===== config.mk =====
export PLATFORM = sky130hd
export DESIGN_NAME = uart_rx
export DESIGN_NICKNAME = d
export VERILOG_FILES = /design/src/rtl/uart_rx.sv
export SDC_FILE = /design/constraint.sdc
export NUM_CORES = 1
export LEC_CHECK = 0
export BUFFER_PORTS_ARGS = -buffer_cell sky130_fd_sc_hd__clkbuf_2
export CORE_ASPECT_RATIO = 1.1
export CORE_MARGIN = 2
export CORE_UTILIZATION = 59
export CTS_CLUSTER_SIZE = 14
export DETAILED_ROUTE_END_ITERATION = 10
export PLACE_DENSITY = 0.9
export REMOVE_ABC_BUFFERS = 1
export SLEW_MARGIN = 20
export SYNTH_ARGS = -nofsm -noshare
export SYNTH_HDL_FRONTEND = slang
export SYNTH_SLANG_ARGS = --single-unit

===== constraint.sdc =====
create_clock -name CLK -period 2.6 [get_ports CLK]
set_input_delay 0.52 -clock CLK [delete_from_list [all_inputs] [get_ports CLK]]
set_output_delay 0.52 -clock CLK [all_outputs]
set_load 0.05 [all_outputs]

===== src/rtl/uart_rx.sv =====
// uart_rx -- 8N1 serial receiver with a small receive buffer and sticky error flags.
//
// Build option: define UART_RX_FIFO_EN for a 4-entry receive FIFO; without it the
// buffer is a single holding register.
//
// Ports:
//   CLK          system clock, all state changes on the rising edge
//   RESET_n      asynchronous active-low reset
//   UART_IN      asynchronous serial line, idle high, LSB first
//   DATA[7:0]    byte at the head of the buffer, meaningful while VALID=1
//   VALID        buffer holds at least one byte
//   READ         pop strobe, one byte per cycle while VALID=1
//   ERR_CLR      synchronous clear of FRAMING_ERR and OVERRUN
//   FRAMING_ERR  sticky, a stop bit was sampled low
//   OVERRUN      sticky, a completed byte was dropped because the buffer was full
//
// state    | meaning
// ---------+----------------------------------------------------------
// IDLE     | line high, waiting for a falling edge
// START    | checking the start bit at its midpoint
// DATA     | sampling the 8 data bits, LSB first
// STOP     | sampling the stop bit, pushing the byte if it is high
// BREAK    | line stuck low (bad stop or reset), wait for it to go high

module uart_rx #(
    parameter int CLKS_PER_BIT = 5000
) (
    input  logic       CLK,
    input  logic       RESET_n,
    input  logic       UART_IN,
    output logic [7:0] DATA,
    output logic       VALID,
    input  logic       READ,
    input  logic       ERR_CLR,
    output logic       FRAMING_ERR,
    output logic       OVERRUN
);

    localparam logic [2:0] ST_IDLE  = 3'd0;
    localparam logic [2:0] ST_START = 3'd1;
    localparam logic [2:0] ST_DATA  = 3'd2;
    localparam logic [2:0] ST_STOP  = 3'd3;
    localparam logic [2:0] ST_BREAK = 3'd4;

    localparam logic [15:0] CNT_LAST = 16'(CLKS_PER_BIT - 1);
    localparam logic [15:0] CNT_MID  = 16'(CLKS_PER_BIT / 2);

    logic        sync_meta;
    logic        sync_line;
    logic [2:0]  state;
    logic [15:0] bit_cnt;
    logic [2:0]  bit_idx;
    logic [7:0]  shift_reg;
    logic        cnt_last;
    logic        cnt_mid;
    logic        push_req;
    logic        fe_event;
    logic        pop;
    logic        buf_full;
    logic        accept;
    logic        overrun_event;

    // Reset value 1 keeps the receiver from seeing a false start bit on release.
    always_ff @(posedge CLK or negedge RESET_n) begin
        if (!RESET_n) begin
            sync_meta <= 1'b1;
            sync_line <= 1'b1;
        end else begin
            sync_meta <= UART_IN;
            sync_line <= sync_meta;
        end
    end

    assign cnt_last = (bit_cnt == CNT_LAST);
    assign cnt_mid  = (bit_cnt == CNT_MID);
    assign push_req = (state == ST_STOP) && cnt_last && sync_line;
    assign fe_event = (state == ST_STOP) && cnt_last && !sync_line;

    always_ff @(posedge CLK or negedge RESET_n) begin
        if (!RESET_n) begin
            state     <= ST_BREAK;
            bit_cnt   <= 16'd0;
            bit_idx   <= 3'd0;
            shift_reg <= 8'd0;
        end else begin
            case (state)
                ST_IDLE: begin
                    if (!sync_line) begin
                        state   <= ST_START;
                        bit_cnt <= 16'd0;
                    end
                end
                ST_START: begin
                    if (cnt_mid) begin
                        bit_cnt <= 16'd0;
                        bit_idx <= 3'd0;
                        state   <= sync_line ? ST_IDLE : ST_DATA;
                    end else begin
                        bit_cnt <= bit_cnt + 16'd1;
                    end
                end
                ST_DATA: begin
                    if (cnt_last) begin
                        bit_cnt            <= 16'd0;
                        shift_reg[bit_idx] <= sync_line;
                        if (bit_idx == 3'd7) begin
                            bit_idx <= 3'd0;
                            state   <= ST_STOP;
                        end else begin
                            bit_idx <= bit_idx + 3'd1;
                        end
                    end else begin
                        bit_cnt <= bit_cnt + 16'd1;
                    end
                end
                ST_STOP: begin
                    if (cnt_last) begin
                        bit_cnt <= 16'd0;
                        state   <= sync_line ? ST_IDLE : ST_BREAK;
                    end else begin
                        bit_cnt <= bit_cnt + 16'd1;
                    end
                end
                ST_BREAK: begin
                    if (sync_line) begin
                        state <= ST_IDLE;
                    end
                end
                default: state <= ST_BREAK;
            endcase
        end
    end

    // A pop in the same cycle frees the slot a full buffer needs for the push.
    assign pop           = READ && VALID;
    assign accept        = push_req && (!buf_full || pop);
    assign overrun_event = push_req && buf_full && !pop;

`ifdef UART_RX_FIFO_EN
    logic [7:0] fifo_mem [0:3];
    logic [1:0] wr_ptr;
    logic [1:0] rd_ptr;
    logic [2:0] fifo_cnt;

    assign buf_full = (fifo_cnt == 3'd4);
    assign VALID    = (fifo_cnt != 3'd0);
    assign DATA     = fifo_mem[rd_ptr];

    // 2-bit pointers wrap modulo 4 on their own.
    always_ff @(posedge CLK or negedge RESET_n) begin
        if (!RESET_n) begin
            for (int i = 0; i < 4; i++) begin
                fifo_mem[i] <= 8'd0;
            end
            wr_ptr   <= 2'd0;
            rd_ptr   <= 2'd0;
            fifo_cnt <= 3'd0;
        end else begin
            if (accept) begin
                fifo_mem[wr_ptr] <= shift_reg;
                wr_ptr           <= wr_ptr + 2'd1;
            end
            if (pop) begin
                rd_ptr <= rd_ptr + 2'd1;
            end
            case ({accept, pop})
                2'b10:   fifo_cnt <= fifo_cnt + 3'd1;
                2'b01:   fifo_cnt <= fifo_cnt - 3'd1;
                default: fifo_cnt <= fifo_cnt;
            endcase
        end
    end
`else
    logic [7:0] hold_reg;
    logic       hold_full;

    assign buf_full = hold_full;
    assign VALID    = hold_full;
    assign DATA     = hold_reg;

    always_ff @(posedge CLK or negedge RESET_n) begin
        if (!RESET_n) begin
            hold_reg  <= 8'd0;
            hold_full <= 1'b0;
        end else if (accept) begin
            hold_reg  <= shift_reg;
            hold_full <= 1'b1;
        end else if (pop) begin
            hold_full <= 1'b0;
        end
    end
`endif

    // A new error event takes priority over ERR_CLR in the same cycle.
    always_ff @(posedge CLK or negedge RESET_n) begin
        if (!RESET_n) begin
            FRAMING_ERR <= 1'b0;
            OVERRUN     <= 1'b0;
        end else begin
            FRAMING_ERR <= fe_event | (FRAMING_ERR & ~ERR_CLR);
            OVERRUN     <= overrun_event | (OVERRUN & ~ERR_CLR);
        end
    end

endmodule

Yosys cells after proc, flatten, opt, wreduce, memory -nomap -nowiden:

Cells that the tools add are included.

* flip-flop bits (word level): 43
* input bits: 5
* output and inout bits: 11
* word-level logic and storage cells: 75

* add/subtract/negate cells: 2
* order comparisons: 2
* eq/ne operators: 13
* muxes and demuxes: 22
* bitwise operators: 5
* reduce and logical (&&, ||, !) cells: 21

Operator list (count)
* two-way mux 16 bit: 3
* one-hot mux 16 bit (3 select lines): 1
* two-way mux 3 bit: 10
* adder 16 x 1 -> 16 bit, second input constant: 1
* equality test 16 x 12 -> 1 bit, second input constant: 1
* equality test 16 x 13 -> 1 bit, second input constant: 1
* one-hot mux 3 bit (5 select lines): 1
* != test 2 bit, second input constant: 6
* bitwise mux 8 bit: 1
* logical AND 1 bit: 8
* equality test 3 x 2 -> 1 bit, second input constant: 2
* equality test 3 bit, second input constant: 2
* one-hot mux 3 bit (2 select lines): 1
* AND reduction 6 bit: 1
* < comparator 3 x 4 -> 1 bit, second input constant: 1
* AND reduction 2 bit: 2
* nonzero test 2 bit: 2
* adder 3 x 1 -> 3 bit, second input constant: 1
* demux 1 bit (select 3 bit): 1
* equality test 3 x 1 -> 1 bit, second input constant: 1
* greater-or-equal comparator 3 x 1 -> 1 bit, second input constant: 1
* logical NOT 1 bit: 3
* logical NOT 3 bit: 1
* two-way mux 1 bit: 3
* other kinds (8): 10

Longest topological paths before layout:

Gate-level depths: netlist of the first run.

* depth in word-level cells: 6
* depth in mapped cells: 8
* depth with buffers taken out: 7

Worst setup path after synthesis of the first run:

Ideal clock, no wire load.

* kind: register to register
* start: register bit_cnt[5]
* end: register shift_reg[2]
* library setup time: 125 ps
* arrival time: 2138 ps
* slack: 337 ps
* cell stages (with the launch flop): 6
* buffers on the path: 0
* clock period less this slack: 2263 ps
* path through: dfrtp_1 > or4_4 > nor4_4 > nand2_2 > nor4b_2 > mux2_2

* cells in the longest elaborated chain, start to end: 2

Ends and longest elaborated chain
* from (decl): line 51 `logic [15:0] bit_cnt;`
* from (signal assigned): line 99 `bit_cnt <= bit_cnt + 16'd1;`
* from (signal assigned): line 113 `bit_cnt <= bit_cnt + 16'd1;`
* from (signal assigned): line 121 `bit_cnt <= bit_cnt + 16'd1;`
* equality test 16 x 13 -> 1 bit: line 74 `assign cnt_last = (bit_cnt == CNT_LAST);`
* AND reduction 2 bit (no source line)
* to (signal, indexed assignment): line 105 `shift_reg[bit_idx] <= sync_line;`
* to (decl): line 53 `logic [7:0] shift_reg;`

No other way between the ends.
A chain may end at the register's enable or synchronous reset.

Final worst setup path of the first run:

* start: register bit_cnt[5]
* end: register shift_reg[6]

Same word-level chain as after synthesis.

==> run_results.csv, run 1 <==
group,metric,value,unit
outcome,status,"complete, no violations",
power_and_ir_drop,swShare,22.0,%
clock_network,post_cts_buffers,0,
grt,grt_busiest_layer,"met2",
worst_hold_path,hold_class,"in2async",
grt,use_met1,29.1,%
setup_path,worstPathRequired,2790,ps
clock_network,clock_latency,300,ps
power_and_ir_drop,irDropWorstVdd,0.000325,V
logic_synthesis,seq_area_frac_synth,49.4,%
floorplanning,start_util,60.7,%
grt,grt_pass1_wl,7490,µm
floorplanning,die_h,67.8,µm
power_and_ir_drop,intPower,0.863,mW
cells_and_area,nFillCells,279,
cells_and_area,diodes,0,
detailed_routing,route.vias.total,1673,
detailed_routing,finalWirelength,4340,µm
timing,setup_violations,0,
clock_network,clk_pin_slew,80,ps
clock_network,cts_tree,"built",
logic_synthesis,syn_inst,213,
placed_design,routabilityCongestion,0.848,
run,maxCapViolations,0,
cells_and_area,finalNetCount,240,
clock_network,cts_resized,0,
clock_network,ctsRootBufferMaster,"clkbuf_8",
cells_and_area,drive_gt1_share,25.4,%
grt,first_global_vias,1677,
logic_synthesis,synth.distinct_cells,53,
grt,grtUsageMet2,41.0,%
grt,grt_use_total,23.8,%
power_and_ir_drop,pwr-share-seq,60.9,%
placed_design,portBuffers,15,
logic_synthesis,yosysWarnings,0,
timing,hold_slack,270,ps
logic_synthesis,yosysMostFrequentCell,"dfrtp_1",
clock_network,cts_max_level,2,
floorplanning,die_w,62.0,µm
logic_synthesis,synth_edf_count,0,
floorplanning,die_area,4210,µm²
timing,tns,0,ps
timing,worst_pin_slew,692,ps
timing,grt_setup_unrepaired,"no",
timing,finalHoldViolations,0,
power_and_ir_drop,power,1.11,mW
clock_network,cts_buffers,5,
cells_and_area,postLayoutCellArea,2400,µm²
logic_synthesis,synth_top_area_share,45.8,%
grt,antenna_found_initial,0,
grt,grt.met3_usage,4.91,%
clock_network,clock-sinks,43,
logic_synthesis,ys_async_sr_fraction,100,%
floorplanning,rows,23,
timing,period_share,86.7,%
detailed_routing,dr.pass1.iters,4,
timing,slew_viol_final,0,
logic_synthesis,synthTopCellsByArea,"dfrtp_1, mux2_2, nand2_1",
power_and_ir_drop,power_leakage,1.08,nW
logic_synthesis,syn_area,2180,µm²
power_and_ir_drop,pwr-share-clk,37.5,%
floorplanning,io_pins,16,
power_and_ir_drop,p_sw,0.244,mW
cells_and_area,area_delta_synth_final,9.91,%
setup_path,path_max_fanout,6,
detailed_routing,dr.first_iter.drc_count,122,
clock_network,postCtsHoldBufs,0,
timing,maxSlewHeadroom,53.8,%
timing,finalClockSkew,9.48,ps
detailed_routing,vias_per_cell,5.93,
detailed_routing,drc,0,
detailed_routing,avgRoutedWirePerCell,15.4,µm
power_and_ir_drop,combPwrFrac,1.6,%
detailed_routing,ant_nets,0,
logic_synthesis,synth_seq_cells,43,
logic_synthesis,synth-main-ff-cell,"dfrtp_1",
logic_synthesis,syn_area_per_cell,10.3,µm²
setup_path,endpoint_kind,"flop",
timing,fmax,444,MHz
grt,grt_max_degree,44,
placed_design,place_hpwl,3170,µm
floorplanning,core_area,3600,µm²
cells_and_area,fin_util,66.7,%
setup_path,criticalPathCategory,"reg2reg",
cells_and_area,largest_reg_flops,16,
setup_path,worstPathArrival,2440,ps
power_and_ir_drop,power.density,461,nW/µm²
grt,grt_overflow_total,0,
timing,period_minus_slack,2250,ps
logic_synthesis,yosys.area.top_type,"dfrtp_1",
placed_design,dpl_cell_area,2320,µm²
clock_network,clock_path_buffers,2,
setup_path,start_kind,"flop",
logic_synthesis,synthTopCellsByCount,"dfrtp_1, nand2_1, o21ai_0, mux2_2",
## per-layer routing
layer	share of wire (%)	vias to the layer above
li1	-	803
met4	1.5	0
met1	41	820
met3	3.7	12
met2	54	38
met5	0	-
## critical path, cell delays in order (launching register included)
cell and delay, ps:
dfrtp_1 440, or4_4 580, nor4_4 340, nand2_2 160
nor3_1 250, mux2_2 360
## stage by stage
stage / setup slack [ps] / instances
finish: 347 / 282
global route: 205 / 282
global placement: 437 / 274
detailed placement: 351 / 274
CTS: 333 / 282
floorplan: 337 / 204
## layout make-up
type                    instances  area [µm²]  share of cell area (%)
clock inverters                 2        12.5                   0.521
multi-input cells             154        1030                    43.1
flip-flops and latches         43        1080                    45.0
repair buffers                 20         113                    4.69
well taps                      50        62.6                    2.61
clock buffers                   6        72.6                    3.02
inverters                       7        26.3                    1.09
## final timing paths
check	start	endpoint	slack, ps	depth (start not counted)
setup / recovery	bit_cnt[5]$_DFFE_PN0P_	shift_reg[6]$_DFFE_PN0P_	350	5
hold / removal	RESET_n	OVERRUN$_DFF_PN0_	270	2
setup reg to reg	bit_cnt[5]$_DFFE_PN0P_	shift_reg[6]$_DFFE_PN0P_	350	5
hold reg to reg	sync_meta$_DFF_PN1_	sync_line$_DFF_PN1_	360	0
max in group asynchronous	RESET_n	sync_meta$_DFF_PN1_	1950	2
min in group CLK	UART_IN	sync_meta$_DFF_PN1_	310	1
## kinds of logic (layout without fill, tap and decap cells)
family                     after synthesis  count (layout)  share of synthesized area [%]
adders and majority gates                4               4                           2.29
muxes                                   18              18                           9.22
DFF                                     43              43                           49.4
and+or+nand+nor                         88              88                           22.7
AOI/OAI and AO/OA                       41              41                           11.9
xor gates and xnor gates                 3               3                           1.20
buffers and inverters                   16              35                           3.21
## power groups by stage
stage	Combinational [mW]	Sequential, mW	Clock (mW)
after floorplan	0.00166	0.686	0
after detailed placement	0.0191	0.687	0
after global routing	0.0219	0.674	0.454
after global placement	0.0189	0.687	0
final	0.0179	0.674	0.415
after CTS	0.0191	0.674	0.423
## layout by cell type (no fill, tap or decap), types with 3 or more instances in the layout
master	n
nor3_1	9
nand3_1	6
dfrtp_1	40
o211ai_1	5
a21oi_1	5
nand2_1	32
nand4_1	3
clkbuf_8	5
clkbuf_2	15
dfstp_2	3
ha_1	4
o22ai_1	3
nor2_1	9
mux2_2	15
buf_4	5
inv_1	7
nand2b_1	3
o21ai_0	17
nor4_1	4
Note: power is estimated with default switching activity, not from simulation.
==> inputs of run 2 (changes only) <==
--- a/config.mk
+++ b/config.mk
@@ -11,6 +11,7 @@
 export CORE_UTILIZATION = 59
 export CTS_CLUSTER_SIZE = 14
 export DETAILED_ROUTE_END_ITERATION = 10
+export MAX_ROUTING_LAYER = met4
 export PLACE_DENSITY = 0.9
 export REMOVE_ABC_BUFFERS = 1
 export SLEW_MARGIN = 20
==> run 2 against run 1 <==
Effect of this change:
- wire length down 2.6%
- register-to-register slack better by 30 ps
- core utilization unchanged
- clock skew down 3.4 ps
- critical path depth unchanged
- critical endpoint is now DATA[7]$_DFFE_PN0P_
==> run_results.csv, run 2 (synthesis gave the netlist of run 1 again) <==
group,metric,value,unit
floorplanning,io_pins,16,
placed_design,dpl_worst_slack,358,ps
setup_path,path_max_fanout,8,
timing,period_minus_slack,2230,ps
cells_and_area,final_cells,282,
timing,worst_pin_slew,703,ps
detailed_routing,drc,0,
grt,grt_busiest_layer,"met2",
setup_path,worstPathArrival,2410,ps
timing,tns,0,ps
detailed_routing,finalWirelength,4230,µm
clock_network,cts_buffers,5,
floorplanning,rows,23,
timing,maxSlewHeadroom,53.1,%
setup_path,worstPathRequired,2780,ps
cells_and_area,fin_util,66.7,%
clock_network,clk_pin_slew,80,ps
detailed_routing,vias_per_cell,5.87,
timing,setup_violations,0,
power_and_ir_drop,power.density,458,nW/µm²
cells_and_area,area_delta_synth_final,9.91,%
floorplanning,core_area,3600,µm²
placed_design,place_hpwl,3040,µm
cells_and_area,drive_gt1_share,25.4,%
timing,finalClockSkew,6.04,ps
floorplanning,die_w,62.0,µm
power_and_ir_drop,irDropWorstVdd,0.000317,V
grt,first_global_vias,1601,
clock_network,post_cts_buffers,0,
floorplanning,start_util,60.7,%
timing,slew_viol_final,0,
grt,grtUsageMet2,40.4,%
clock_network,cts_max_level,2,
timing,period_share,85.6,%
cells_and_area,layout.cells.most_common,"dfrtp_1",
run,maxCapViolations,0,
timing,finalHoldViolations,0,
worst_hold_path,hold_class,"in2async",
setup_path,start_kind,"flop",
timing,fmax,449,MHz
setup_path,endpoint_kind,"flop",
detailed_routing,dr.pass1.iters,4,
outcome,status,"complete, no violations",
detailed_routing,route.vias.total,1654,
timing,worst_slack,373,ps
clock_network,clock-sinks,43,
clock_network,cts_resized,0,
setup_path,criticalPathCategory,"reg2reg",
cells_and_area,largest_reg_flops,16,
cells_and_area,postLayoutCellArea,2400,µm²
placed_design,dp.cells,274,
timing,grt_setup_unrepaired,"no",
placed_design,routabilityCongestion,0.861,
cells_and_area,finalNetCount,240,
clock_network,ctsRootBufferMaster,"clkbuf_8",
grt,grt_use_total,23.7,%
clock_network,cts_tree,"built",
cells_and_area,final_cell_mix,"dfrtp_1, nand2_1, o21ai_0, mux2_2, clkbuf_2",
floorplanning,die_area,4210,µm²
grt,grt.met3_usage,6.43,%
grt,grt_overflow_total,0,
grt,grt_max_degree,44,
clock_network,clock_path_buffers,2,
detailed_routing,avgRoutedWirePerCell,15.0,µm
clock_network,clock_latency,290,ps
grt,use_met1,25.9,%
cells_and_area,diodes,0,
power_and_ir_drop,power_leakage,1.08,nW
grt,antenna_found_initial,0,
grt,grt_pass1_wl,7040,µm
floorplanning,die_h,67.8,µm
detailed_routing,dr.first_iter.drc_count,100,
clock_network,postCtsHoldBufs,0,
placed_design,dpl_cell_area,2320,µm²
detailed_routing,ant_nets,0,
placed_design,portBuffers,15,
-- run 2: cell counts in the layout (fill, tap and decap cells not counted) --
No cell type changed its count.
-- run 2: final cells by class --
cell class / count / area (µm²)
multi-input combinational: 154 / 1030
clock buffer: 6 / 72.6
sequential: 43 / 1080
timing repair buffer: 20 / 113
clock inverter: 2 / 12.5
fill: 274 / 1200
inverter: 7 / 26.3
tap: 50 / 62.6
-- run 2: power breakdown --
part	switching [mW]	internal [mW]	leakage (nW)
Sequential	0.00280	0.671	0.575
Combinational	0.0147	0.00388	0.461
Clock	0.220	0.188	0.0412
Total	0.237	0.863	1.08
-- run 2: worst paths after layout --
check,start,to,slack [ps],depth (start not counted)
setup / recovery,bit_cnt[4]$_DFFE_PN0P_,DATA[7]$_DFFE_PN0P_,370,5
hold / removal,RESET_n,OVERRUN$_DFF_PN0_,280,2
setup reg to reg,bit_cnt[4]$_DFFE_PN0P_,DATA[7]$_DFFE_PN0P_,370,5
hold reg to reg,sync_meta$_DFF_PN1_,sync_line$_DFF_PN1_,360,0
max in group asynchronous,RESET_n,sync_line$_DFF_PN1_,1940,2
min in group CLK,UART_IN,sync_meta$_DFF_PN1_,300,1
-- run 2: per-layer routing --
layer | vias up | part of all wire [%]
met5 | - | 0
li1 | 807 | -
met2 | 39 | 53
met1 | 797 | 41
met3 | 11 | 3.7
met4 | 0 | 2.3
-- run 2: through the flow --
stage	hold WS (ps)	power (mW)
final	284	1.10
after global routing	300	1.15
after CTS	295	1.11
after detailed placement	347	0.706
after global placement	348	0.706
after floorplan	224	0.688
-- run 2: worst max-delay path, cell delays in order (launching register included) --
cell and delay, ps:
dfrtp_1 460, or4_4 560, nor4_4 320, buf_4 210, nand3_2 200, mux2_2 360
==> inputs of run 3 (changes only) <==
--- a/config.mk
+++ b/config.mk
@@ -8,11 +8,12 @@
 export BUFFER_PORTS_ARGS = -buffer_cell sky130_fd_sc_hd__clkbuf_2
 export CORE_ASPECT_RATIO = 1.1
 export CORE_MARGIN = 2
-export CORE_UTILIZATION = 59
+export CORE_UTILIZATION = 55
+export CTS_CLUSTER_DIAMETER = 30
 export CTS_CLUSTER_SIZE = 14
 export DETAILED_ROUTE_END_ITERATION = 10
 export MAX_ROUTING_LAYER = met4
-export PLACE_DENSITY = 0.9
+export PLACE_DENSITY = 0.86
 export REMOVE_ABC_BUFFERS = 1
 export SLEW_MARGIN = 20
 export SYNTH_ARGS = -nofsm -noshare
==> run 3 against run 2 <==
Effect of this change:
- hold slack worse by 160 ps
- setup slack got worse by 82 ps
- clock-buffer cell count unchanged
- sequential cell count unchanged
- sequential power is essentially flat
- clock skew is 3.5 ps lower
- power about the same
==> run_results.csv, run 3 (synthesis gave the netlist of run 1 again) <==
group,metric,value,unit
outcome,status,"complete, no violations",
clock_network,postCtsHoldBufs,0,
placed_design,portBuffers,15,
grt,grt_max_degree,31,
grt,grt_use_total,22.1,%
setup_path,worstPathRequired,2760,ps
placed_design,routabilityCongestion,0.838,
setup_path,r2r_start,"bit_cnt[1]$_DFFE_PN0P_",
setup_path,crit_end,"bit_cnt[4]$_DFFE_PN0P_",
floorplanning,die_w,64.1,µm
timing,hold_slack,120,ps
floorplanning,die_h,70.1,µm
clock_network,cts_max_level,2,
setup_path,path_max_fanout,10,
floorplanning,die_area,4490,µm²
clock_network,cts_resized,0,
worst_hold_path,hold_class,"in2async",
detailed_routing,dr.pass1.iters,5,
floorplanning,rows,24,
setup_path,criticalPathCategory,"reg2reg",
timing,grt_setup_unrepaired,"no",
detailed_routing,avgRoutedWirePerCell,14.7,µm
placed_design,place_hpwl,3010,µm
power_and_ir_drop,power.density,459,nW/µm²
placed_design,dpl_cell_area,2310,µm²
timing,slew_viol_final,0,
detailed_routing,ant_nets,0,
detailed_routing,drc,0,
timing,worst_pin_slew,699,ps
timing,period_minus_slack,2310,ps
detailed_routing,dr.first_iter.drc_count,66,
grt,first_global_vias,1666,
timing,setup_violations,0,
clock_network,clock-sinks,43,
cells_and_area,final_cell_mix,"dfrtp_1, nand2_1, o21ai_0, mux2_2, clkbuf_2",
clock_network,clock_path_buffers,2,
clock_network,cts_buffers,5,
power_and_ir_drop,irDropWorstVdd,0.000233,V
power_and_ir_drop,power,1.10,mW
timing,tns,0,ps
floorplanning,core_area,3870,µm²
cells_and_area,diodes,0,
timing,finalClockSkew,2.58,ps
grt,antenna_found_initial,0,
power_and_ir_drop,power_leakage,1.07,nW
detailed_routing,finalWirelength,4170,µm
timing,period_share,88.8,%
cells_and_area,layout.cells.most_common,"dfrtp_1",
setup_path,endpoint_kind,"flop",
setup_path,crit_path_start,"bit_cnt[1]$_DFFE_PN0P_",
cells_and_area,largest_reg_flops,16,
clock_network,post_cts_buffers,0,
detailed_routing,route.vias.total,1656,
clock_network,clock_latency,290,ps
clock_network,ctsRootBufferMaster,"clkbuf_8",
placed_design,dp.cells,275,
cells_and_area,area_delta_synth_final,9.68,%
setup_path,start_kind,"flop",
setup_path,reg2reg_slack,290,ps
timing,fmax,433,MHz
run,maxCapViolations,0,
cells_and_area,final_cells,283,
cells_and_area,finalNetCount,239,
floorplanning,io_pins,16,
setup_path,worstPathArrival,2470,ps
cells_and_area,postLayoutCellArea,2400,µm²
timing,finalHoldViolations,0,
detailed_routing,vias_per_cell,5.85,
timing,maxSlewHeadroom,53.4,%
grt,grt_overflow_total,0,
floorplanning,start_util,56.4,%
clock_network,cts_tree,"built",
clock_network,clk_pin_slew,80,ps
cells_and_area,drive_gt1_share,25.1,%
setup_path,r2r-end,"bit_cnt[4]$_DFFE_PN0P_",
grt,grt_pass1_wl,7500,µm
setup_path,ff2ff_path_depth,8,
run 3: worst min-delay path by stage:
| stage | to | cells after the start |
|---|---|---|
| 6_report | state[0]$_DFFE_PN0P_ | 1 |
| 5_1_grt | OVERRUN$_DFF_PN0_ | 1 |
| 4_1_cts | OVERRUN$_DFF_PN0_ | 1 |
| 3_5_place_dp | sync_line$_DFF_PN1_ | 0 |
| 3_3_place_gp | sync_line$_DFF_PN1_ | 0 |
| 2_1_floorplan | DATA[0]$_DFFE_PN0P_ | 0 |
run 3: per-stage QoR:
step / utilization, % / setup WS [ps]
after global routing: 61.9 / 127
final: 61.9 / 292
after detailed placement: 59.7 / 320
after CTS: 61.9 / 295
after floorplan: - / 337
after global placement: 59.7 / 367
run 3: cell type report:
cell class                      count  area, µm²
Tap cell                           52       65.1
Multi-Input combinational cell    154       1030
Sequential cell                    43       1080
Fill cell                         301       1480
Inverter                            7       26.3
Timing Repair Buffer               19        105
Clock buffer                        6       72.6
Clock inverter                      2       12.5
run 3: power breakdown:
group / switching (mW) / internal [mW] / leakage, nW
combinational: 0.0143 / 0.00383 / 0.456
clock: 0.219 / 0.188 / 0.0412
sequential: 0.00275 / 0.671 / 0.575
total: 0.237 / 0.863 / 1.07
run 3: worst max-delay path, stage by stage (launching register included):
cell      delay, ps
dfrtp_1         420
ha_1            230
or3b_2          500
nor4_4          230
buf_4           200
nor2_2           90
nor2_2          170
buf_4           200
o211ai_1        120
run 3: metal layers:
| metal | track usage [%] | vias to the layer above | share of wire [%] |
|---|---|---|---|
| met4 | 8.98 | 0 | 1.4 |
| met1 | 24.8 | 801 | 42 |
| met3 | 5.80 | 8 | 4.5 |
| li1 | - | 802 | - |
| met2 | 37.3 | 45 | 52 |
| met5 | - | - | 0 |
